--- config.mk ---
export PLATFORM = sky130hd
export DESIGN_NAME = axi_fifo_flat
export DESIGN_NICKNAME = d
export VERILOG_FILES = /design/src/rtl/axi_fifo_if.sv /design/src/rtl/axi_fifo.sv /design/src/flat_wrapper.sv
export SDC_FILE = /design/constraint.sdc
export NUM_CORES = 1
export LEC_CHECK = 0
export ABC_AREA = 0
export ABC_CLOCK_PERIOD_IN_PS = 3600
export CORE_UTILIZATION = 50
export DETAILED_ROUTE_END_ITERATION = 16
export GPL_TIMING_DRIVEN = 0
export MAX_ROUTING_LAYER = met4
export PLACE_DENSITY_LB_ADDON = 0.2
export SLEW_MARGIN = 25
export SYNTH_ARGS = -nofsm -noshare
export SYNTH_HDL_FRONTEND = slang
export SYNTH_SLANG_ARGS = --single-unit
export TNS_END_PERCENT = 30
--- constraint.sdc ---
create_clock -name i_clk -period 3.6 [get_ports i_clk]
set_input_delay 0.36 -clock i_clk [delete_from_list [all_inputs] [get_ports i_clk]]
set_output_delay 0.36 -clock i_clk [all_outputs]
set_load 0.01 [all_outputs]
--- src/rtl/axi_fifo_if.sv ---
// axi_fifo_if: operand write channel and pairwise-sum read channel of axi_fifo
interface axi_fifo_if #(
    parameter int DATA_W = 8
);
    logic [DATA_W-1:0] wdata;
    logic              wvalid;
    logic              wready;
    logic              rvalid;
    logic [DATA_W:0]   rdata;
    logic              rready;

    modport master (
        output wdata, wvalid, rvalid,
        input  wready, rdata, rready
    );

    modport slave (
        input  wdata, wvalid, rvalid,
        output wready, rdata, rready
    );
endinterface

--- src/rtl/axi_fifo.sv ---
// axi_fifo: operand FIFO whose read side presents the sum of the two oldest operands.
// Define AXI_FIFO_ALMOST_FULL_EN to hold one slot in reserve (max occupancy DEPTH-1).
module axi_fifo #(
    parameter int DEPTH  = 8,
    parameter int DATA_W = 8
) (
    input  logic      i_clk,
    input  logic      i_reset,
    axi_fifo_if.slave bus
);
    localparam int AW = $clog2(DEPTH);
    localparam int CW = $clog2(DEPTH + 1);

    logic [DATA_W-1:0] r_mem [DEPTH];
    logic [AW-1:0]     r_rp;
    logic [AW-1:0]     r_wp;
    logic [CW-1:0]     r_cnt;
    logic [AW-1:0]     w_rp1;
    logic              w_wready;
    logic              w_rready;
    logic              w_wr;
    logic              w_rd;

    // Handshake flags and the pair sum, all from registered state only
    always_comb begin
`ifdef AXI_FIFO_ALMOST_FULL_EN
        w_wready = r_cnt < CW'(DEPTH - 1);
`else
        w_wready = r_cnt < CW'(DEPTH);
`endif
        w_rready   = r_cnt >= CW'(2);
        w_wr       = bus.wvalid && w_wready;
        w_rd       = bus.rvalid && w_rready;
        w_rp1      = r_rp + AW'(1);
        bus.wready = w_wready;
        bus.rready = w_rready;
        bus.rdata  = w_rready ? {1'b0, r_mem[r_rp]} + {1'b0, r_mem[w_rp1]} : '0;
    end

    // Pointer and occupancy update; a read retires two operands at once
    always_ff @(posedge i_clk) begin
        if (i_reset) begin
            r_rp  <= '0;
            r_wp  <= '0;
            r_cnt <= '0;
        end else begin
            if (w_wr) r_wp <= r_wp + AW'(1);
            if (w_rd) r_rp <= r_rp + AW'(2);
            r_cnt <= r_cnt + CW'(w_wr) - (w_rd ? CW'(2) : CW'(0));
        end
    end

    // Operand storage; contents are meaningless until written, so no reset
    always_ff @(posedge i_clk) begin
        if (w_wr && !i_reset) r_mem[r_wp] <= bus.wdata;
    end
endmodule

--- src/flat_wrapper.sv ---
// flat-port wrapper written by rule: the top's interface ports become plain ports
module axi_fifo_flat 
#(
    parameter int DEPTH  = 8,
    parameter int DATA_W = 8
)
  (i_clk, i_reset, bus_wdata, bus_wvalid, bus_rvalid, bus_wready, bus_rdata, bus_rready);
  axi_fifo_if #(.DATA_W(DATA_W)) bus_i ();
  input  logic i_clk;
  input  logic i_reset;
  input wire logic [$bits(bus_i.wdata)-1:0] bus_wdata;
  input wire logic [$bits(bus_i.wvalid)-1:0] bus_wvalid;
  input wire logic [$bits(bus_i.rvalid)-1:0] bus_rvalid;
  output wire logic [$bits(bus_i.wready)-1:0] bus_wready;
  output wire logic [$bits(bus_i.rdata)-1:0] bus_rdata;
  output wire logic [$bits(bus_i.rready)-1:0] bus_rready;
  assign bus_i.wdata = bus_wdata;
  assign bus_i.wvalid = bus_wvalid;
  assign bus_i.rvalid = bus_rvalid;
  assign bus_wready = bus_i.wready;
  assign bus_rdata = bus_i.rdata;
  assign bus_rready = bus_i.rready;
  axi_fifo #(.DEPTH(DEPTH), .DATA_W(DATA_W)) u_core (.i_clk(i_clk), .i_reset(i_reset), .bus(bus_i));
endmodule
# Word level (Yosys, flattened, before mapping)
# Memories as Yosys holds them, arrays and structs flattened. A register that Yosys moved wholly into a read port is not among the register bits.
# Cells that the tools add are included.
dict set report word_totals {
  ramBits 64
  mem_count 1
  output_inout_bits 11
  word_cells 22
  inputBits 12
  ff_bits 10
}
# name words word_bits read_ports rd_ports_with_merged_regs write_ports line
set mem_list {}
lappend mem_list {u_core.r_mem 8 8 2 1 1 axi_fifo.sv:14} ;# logic [DATA_W-1:0] r_mem [DEPTH];
dict set report classes {
  reduce_logical 4
  addsub 6
  magnitude_cmp 2
  mux 6
}
# op n
set op_table {}
lappend op_table {{$add A8 B8 Y9} 1}
lappend op_table {{$mux W9} 1}
lappend op_table {{$add A3 B1 Y3 const B} 2}
lappend op_table {{$mux W3} 2}
lappend op_table {{$add A4 B1 Y4} 1}
lappend op_table {{$ge A4 B2 Y1 const B} 1}
lappend op_table {{$lt A4 B4 Y1 const B} 1}
lappend op_table {{$sub A4 B4 Y4} 1}
lappend op_table {{$add A3 B2 Y3 const B} 1}
lappend op_table {{$logic_and A1 B1 Y1} 3}
lappend op_table {{$mux W1} 2}
lappend op_table {{$mux W2} 1}
lappend op_table {{$logic_not A1 Y1} 1}

# Logic depth before layout (Yosys ltp)
dict set report depth {
  depth_word 5
  mapped_depth 11
  depth_no_buf 11
}

# Least setup slack after synthesis
# OpenSTA, ideal clock, no wires.
dict set report synth_path {
  path_type {reg2out}
  from {reg u_core.r_rp[1]}
  to {out bus_rdata[6]}
  path_stages_with_launch 9
  arrival_time_ns 2.530
  path_buffers 1
  slack_ns 0.710
  required_time_ns 3.240
  cell_sequence {dfxtp_1 > buf_2 > mux4_2 > ha_1 > fa_1 > a211oi_1 > o21a_1 > o21ai_0 > a21oi_1}
}
dict set report synth_between {
  elab_chain_len 4
}
# element line
set synth_rtl {}
lappend synth_rtl {{start, declared} axi_fifo.sv:15} ;# logic [AW-1:0] r_rp;
lappend synth_rtl {{start signal, assigned} axi_fifo.sv:48} ;# if (w_rd) r_rp <= r_rp + AW'(2);
lappend synth_rtl {{$add A3 B1 Y3} axi_fifo.sv:34} ;# w_rp1 = r_rp + AW'(1);
lappend synth_rtl {{$mem_v2 Z8 W8} n/a}
lappend synth_rtl {{$add A8 B8 Y9} axi_fifo.sv:37} ;# bus.rdata = w_rready ? {1'b0, r_mem[r_rp]} + {1'b0, r_mem[w_rp1]} : '0;
lappend synth_rtl {{$mux W9} axi_fifo.sv:37}
lappend synth_rtl {{end, declared} flat_wrapper.sv:15} ;# output wire logic [$bits(bus_i.rdata)-1:0] bus_rdata;
# Every way passes these cells.

==> impl_metrics.env <==
export IMPL_cpPeakStageDelay_ps=590
export IMPL_endpoint_kind="output port"
export IMPL_numPortBuffers=22
export IMPL_grt_pass1_wl_um=8950
export IMPL_die_w_um=82.1
export IMPL_setup_viol=0
export IMPL_cts_root_buf="clkbuf_8"
export IMPL_fin_area_mm2=0.00384
export IMPL_cp_num_buf_inv=2
export IMPL_die_h_um=82.1
export IMPL_crit_arrival_ps=3130
export IMPL_synthDistinctLibCells=33
export IMPL_drive_gt1_share_pct=21.5
export IMPL_cts_buffers_inserted=9
export IMPL_route_detailed_drc=0
export IMPL_grt_max_degree=13
export IMPL_fmax_ghz=0.287
export IMPL_critPathTopFamily="buffers and inverters"
export IMPL_p_leak_nw=1.32
export IMPL_grt_pass1_vias=1674
export IMPL_status="completed"
export IMPL_cp_slowest_cell="mux4_2"
export IMPL_netlist_area_mm2=0.00321
export IMPL_max_vdd_ir_drop_mv=0.563
export IMPL_hold_path_endpoint="u_core.r_wp[2]$_SDFFE_PP0P_"
export IMPL_timing_rr_end="u_core.r_cnt[3]$_SDFF_PP0_"
export IMPL_grt_usage_pct=20.6
export IMPL_slew_headroom_pct=43.0
export IMPL_synth_seq_area_share_pct=66.8
export IMPL_internal_power_mw=2.04
export IMPL_die_area_mm2=0.00674
export IMPL_rr_worst_depth=11
export IMPL_ioPinCount=23
export IMPL_clockBufferDepth=2
export IMPL_syn_inst=197
export IMPL_viasPerCell=5.69
export IMPL_drt_initial_drc_count=110
export IMPL_instances_no_fill=312
export IMPL_clock_sinks=75
export IMPL_antenna_found_initial=0
export IMPL_ys_ff_latch=75
export IMPL_cts_clk_slew_worst_paths_ps=80
export IMPL_dp_slack_ps=-51.9
export IMPL_cts_tree="done"
export IMPL_worst_r2r_startpoint="u_core.r_cnt[3]$_SDFF_PP0_"
export IMPL_num_antenna_cells=0
export IMPL_r2r_setup_slack_ps=1470
export IMPL_fin_crit_sh_pct=96.9
export IMPL_worstPathRequired_ps=3240
export IMPL_min_delay_start="u_core.r_wp[2]$_SDFFE_PP0P_"
export IMPL_postLayoutCoreUtil_pct=63.4
export IMPL_area_growth_pct=19.9
export IMPL_holdWs_ps=566
export IMPL_start_util_pct=52.9
export IMPL_htree_levels=3
export IMPL_drv_slew=0
export IMPL_syn_avg_cell_area_um2=16.3
export IMPL_switching_share_pct=30.0
export IMPL_power_density_mw_per_mm2=760
export IMPL_cts_hold_buffers_added=0
export IMPL_cp_cell_sequence="buf_6, mux4_2, ha_1, a211oi_2, nor2_1, o211a_1, nor3_1, clkdlybuf4s50_1"
export IMPL_switchingPower_mw=0.878
export IMPL_worst_setup_path_type="reg2out"
export IMPL_gr_total_overflow=0
export IMPL_core_region_area_mm2=0.00606
export IMPL_cp_max_fo=8
export IMPL_dpl_instance_area_mm2=0.00359
export IMPL_cp_start_kind="register"
export IMPL_drt_total_wl_um=5840
export IMPL_syn_num_nets=224
export IMPL_total_power_mw=2.92
export IMPL_hold_path_class="reg2reg"
export IMPL_dp_hpwl_um=4140
export IMPL_numPlacedInstances=298
export IMPL_gp_congestion=0.707
export IMPL_hold_depth=2
export IMPL_first_pass_iters=4
export IMPL_nNetsFinal=259
export IMPL_synth_warnings=0
export IMPL_ant_nets=0
export IMPL_detailroute_via_count=1775
export IMPL_pwr_share_comb_pct=39.2
export IMPL_clock_power_share_pct=25.3
export IMPL_setup_ws_ps=113
export IMPL_routedWlPerCell_um=18.7
export IMPL_clk_latency_ps=330
export IMPL_skew_ps=10.2
export IMPL_hold_violations=0
export IMPL_worstMarginPinSlew_ps=853
export IMPL_rows=28
export IMPL_setup_tns_final_ps=0
export IMPL_rsz0062_at_grt="true"
export IMPL_cap_viol_max_count=0
export IMPL_period_minus_slack_ps=3490
export IMPL_p_seq_share_pct=35.5
==> repair_timing <==
item / 4_1_cts / 5_1_grt
buffers inserted: 0 / 0
resized for setup: 9 / 3
endpoints found under the hold margin: 0 / 0
setup endpoints to repair: 5 / 3
pin swaps: 1 / 0
==> synth_stat cells, drive strengths merged <==
| library cell | n | area share [%] |
|---|---|---|
| fa | 1 | 0.62 |
| ha | 14 | 5.5 |
| mux4 | 16 | 11 |
| nand3 | 3 | 0.47 |
| buf | 5 | 0.70 |
| nand2 | 5 | 0.59 |
| dfxtp | 11 | 6.9 |
| a21oi | 3 | 0.47 |
| and2b | 1 | 0.27 |
| nor2 | 20 | 2.3 |
| clkinv | 1 | 0.12 |
| nor2b | 2 | 0.39 |
| nor4b | 2 | 0.55 |
| nor4 | 3 | 0.59 |
| inv | 4 | 0.47 |
| nand2b | 2 | 0.39 |
| o21a | 3 | 0.70 |
| mux2i | 1 | 0.31 |
| xnor2 | 3 | 0.82 |
| xor2 | 4 | 1.1 |
| clkbuf | 2 | 0.23 |
| a211oi | 4 | 1.1 |
| nor3 | 6 | 0.94 |
| or3 | 1 | 0.20 |
| o211a | 2 | 0.62 |
| edfxtp | 64 | 60 |
| and2 | 2 | 0.39 |
| o21ai | 9 | 1.4 |
| nand3b | 1 | 0.23 |
| a21o | 2 | 0.51 |
==> power groups by stage <==
stage | sequential (mW) | clock (mW) | combinational [mW]
floorplan | 1.03 | 0 | 0.750
global placement | 1.03 | 0 | 1.11
detailed placement | 1.04 | 0 | 1.13
CTS | 1.04 | 0.753 | 1.16
global route | 1.05 | 0.782 | 1.27
finish | 1.04 | 0.738 | 1.15
==> routing by layer <==
| layer | up-vias | GRT usage (%) | routed length (um) |
|---|---|---|---|
| li1 | 842 | - | - |
| met4 | 0 | 10.0 | 71 |
| met1 | 888 | 26.5 | 2700 |
| met3 | 6 | 4.78 | 214 |
| met2 | 39 | 30.9 | 2850 |
| met5 | - | - | 0 |
==> sequential cells by signal, summed over array words and instances (netlist names), named ones only <==
| signal | count |
|---|---|
| u_core.r_wp | 3 |
| u_core.r_cnt | 4 |
| u_core.r_mem | 64 |
| u_core.r_rp | 2 |
==> how the worst max path moves through the flow <==
stage / from / depth (start not counted) / slack (ps) / end
2_1_floorplan: u_core.r_rp[1]$_SDFFE_PP0P_ / 8 / 710 / bus_rdata[6]
3_3_place_gp: u_core.r_rp[1]$_SDFFE_PP0P_ / 9 / -4 / bus_rdata[6]
3_5_place_dp: register / 9 / -50 / bus_rdata[6]
4_1_cts: register / 8 / 30 / bus_rdata[5]
5_1_grt: u_core.r_rp[1]$_SDFFE_PP0P_ / 8 / -20 / bus_rdata[5]
6_report: register / 8 / 110 / bus_rdata[5]
==> layout make-up <==
cell class | count | area, um^2
fillers | 444 | 2220
flip-flops and latches | 75 | 2140
multi-input cells | 110 | 1070
repair buffers | 26 | 253
clock buffers | 10 | 128
clock inverters | 6 | 104
well taps | 75 | 93.8
plain buffers | 5 | 35.0
inverters | 5 | 18.8
==> kinds of logic after synthesis <==
| group | count (synthesis) | share of synthesized area [%] |
|---|---|---|
| DFF | 75 | 66.8 |
| and+or+nand+nor | 48 | 7.34 |
| AOI/OAI and AO/OA | 23 | 4.80 |
| muxes | 17 | 11.5 |
| adders and majority gates | 15 | 6.09 |
| buffers and inverters | 12 | 1.52 |
| xor gates and xnor gates | 7 | 1.91 |
==> placed cells by master, fill, tap and decap left out, types with 4 or more instances in the layout <==
master / instances
mux4_2: 16
nor3_1: 4
clkdlybuf4s50_1: 21
ha_1: 13
clkbuf_8: 9
dfxtp_1: 9
nor2_1: 20
o21ai_0: 8
edfxtp_1: 64
inv_1: 4
xor2_1: 4
nand2_1: 5
buf_4: 4
==> worst register-to-register path: cells and delay by family (launching register included) <==
kind,cells,cell delay [ps]
simple gates,4,490
fa+ha+maj,3,690
flops,1,340
buf+inv,2,240
xor+xnor,1,130
compound gates,1,110
No activity file was read; power rests on OpenSTA's default activity.
==> variant, RTL diff (same flow settings) <==
`DEPTH` is set to 8 in 2 places; all go to 16.
--- a/src/rtl/axi_fifo.sv
+++ b/src/rtl/axi_fifo.sv
@@ -2,5 +2,5 @@
 // Define AXI_FIFO_ALMOST_FULL_EN to hold one slot in reserve (max occupancy DEPTH-1).
 module axi_fifo #(
-    parameter int DEPTH  = 8,
+    parameter int DEPTH  = 16,
     parameter int DATA_W = 8
 ) (
--- a/src/flat_wrapper.sv
+++ b/src/flat_wrapper.sv
@@ -2,5 +2,5 @@
 module axi_fifo_flat 
 #(
-    parameter int DEPTH  = 8,
+    parameter int DEPTH  = 16,
     parameter int DATA_W = 8
 )
Function: changed (Yosys sat finds a counterexample within 10 cycles, from zero or initial values and one cycle with i_reset high).
==> variant against the unedited design <==
The flow now finishes with violations (negative setup slack); largest cell class unchanged; worst setup slack worse by 0.19 ns; sequential cell count increased by 68; final area up 91%; first-iteration DRC count grew 130%; synthesized area is 90% higher; critical path type unchanged; global-route usage rose by 0.45 points; via count is 75% higher; power is 98% higher; routed wire length rose by 100%; worst hold slack got worse by 0.23 ns; clock power grew to 2.6 times the old value.
==> variant: results (changes against the unedited design) <==
Post-synth EDFFs 128 (+100%); Clock Skews 0.00764 ns (-0.00252 ns); post-route met1 wirelength 5350 µm (+98%); CP Data Arrival Time 3.32 ns (+0.19 ns); Worst Path Max Fanout 7 (-1); xor-xnor portion of the synthesized cell area 0.0115 (-0.00761); sequential fraction of the synthesis area 0.680 (+0.0124); met1 usage 0.272 (+0.00730); met2 GRT Util 0.320 (+0.0114); failing checks negative setup slack; DP HPWL 7270 µm (+75%); WL final 11,700 µm (+100%); Pleak 0.00253 µW (+92%); layout cells sized above 1 0.260 (+0.0448); I/O Buffers 21 (-4.5%); GP Congestion 0.848 (+20%); setup_tns -0.0786 ns (-0.0786 ns); status finished, violations left; mux cell area share after synthesis 0.168 (+0.0525); Place WS -0.609 ns (-0.557 ns); Via density 5.71 (+0.32%); final setup margin -0.0786 ns (-0.192 ns); DR WL met3 633 µm (+200%); final setup violation count 1 (+1); synthesized net count 364 (+63%); Num CTS Buffers 17 (+8); DR iter-0 viols 253 (+130%); deepest level of the CTS H-tree 4 (+1); clock slew seen by the registers of the worst setup and hold paths 0.06 ns (-0.02 ns); post-synthesis adder-cell area fraction 0.0444 (-0.0165); first-pass GRT wire length 18,300 µm (+100%); largest net degree at the start of global routing 17 (+4); number of fill cells 817 (+84%); Placed Area 6480 µm² (+81%); Post-synth top cells 128 x edfxtp_1, 31 x nor2_1, 27 x mux4_1; Worst-Skew Late Latency 0.41 ns (+0.08 ns); synth top area cells edfxtp_1 63%, mux4_1 12%, dfxtp_1 4.9%; met2 WL post-DR 5550 µm (+95%); placed cells 495 (+66%); GRT met3 Usage 0.0551 (+0.00730); routed length per instance 21.5 µm (+15%); Nets 420 (+62%); Cells after Synth 331 (+68%); post-synthesis compound-gate area fraction 0.0286 (-0.0194)
[variant: changes by cell type in the layout (fill, tap and decap cells not counted), sizes merged, moves of 7 or more]
cell and delta:
mux4 +16, clkbuf +13, buf +21, mux2 +17
nor2 +11, clkdlybuf4s50 -7, edfxtp +64, a21oi +7
[variant: power by group]
| group | leakage [µW] | switching, µW | internal [µW] |
|---|---|---|---|
| Clock | 0.000305 | 641 | 1290 |
| Sequential | 0.00128 | 39.3 | 1880 |
| Combinational | 0.000944 | 877 | 1060 |
| Total | 0.00253 | 1560 | 4230 |
[variant: repair_timing]
| action | 4_1_cts | 5_1_grt |
|---|---|---|
| pin swaps | 7 | 5 |
| gates resized for setup | 52 | 5 |
| hold buffers | 0 | 0 |
| endpoints found under the hold margin | 0 | 0 |
| endpoints found under the setup margin | 8 | 6 |
| buffers inserted | 14 | 3 |
[variant: path summary, 6_finish.rpt]
| check | endpoint | slack [ns] | depth (start not counted) | startpoint |
|---|---|---|---|---|
| setup / recovery | bus_rdata[6] | -0.08 | 12 | u_core.r_rp[1] |
| hold / removal | u_core.r_cnt[0] | 0.34 | 2 | i_reset |
| setup reg to reg | u_core.r_cnt[4] | 0.86 | 11 | u_core.r_cnt[4] |
| hold reg to reg | u_core.r_cnt[0] | 0.56 | 2 | u_core.r_cnt[0] |
[variant: final cells by class]
class | count | share of cell area
Clock inverter | 12 | 0.0294
Multi-Input combinational cell | 168 | 0.258
Inverter | 7 | 0.00359
Sequential cell | 143 | 0.566
Tap cell | 143 | 0.0244
Timing Repair Buffer | 38 | 0.0442
Buffer | 12 | 0.0147
Clock buffer | 20 | 0.0596
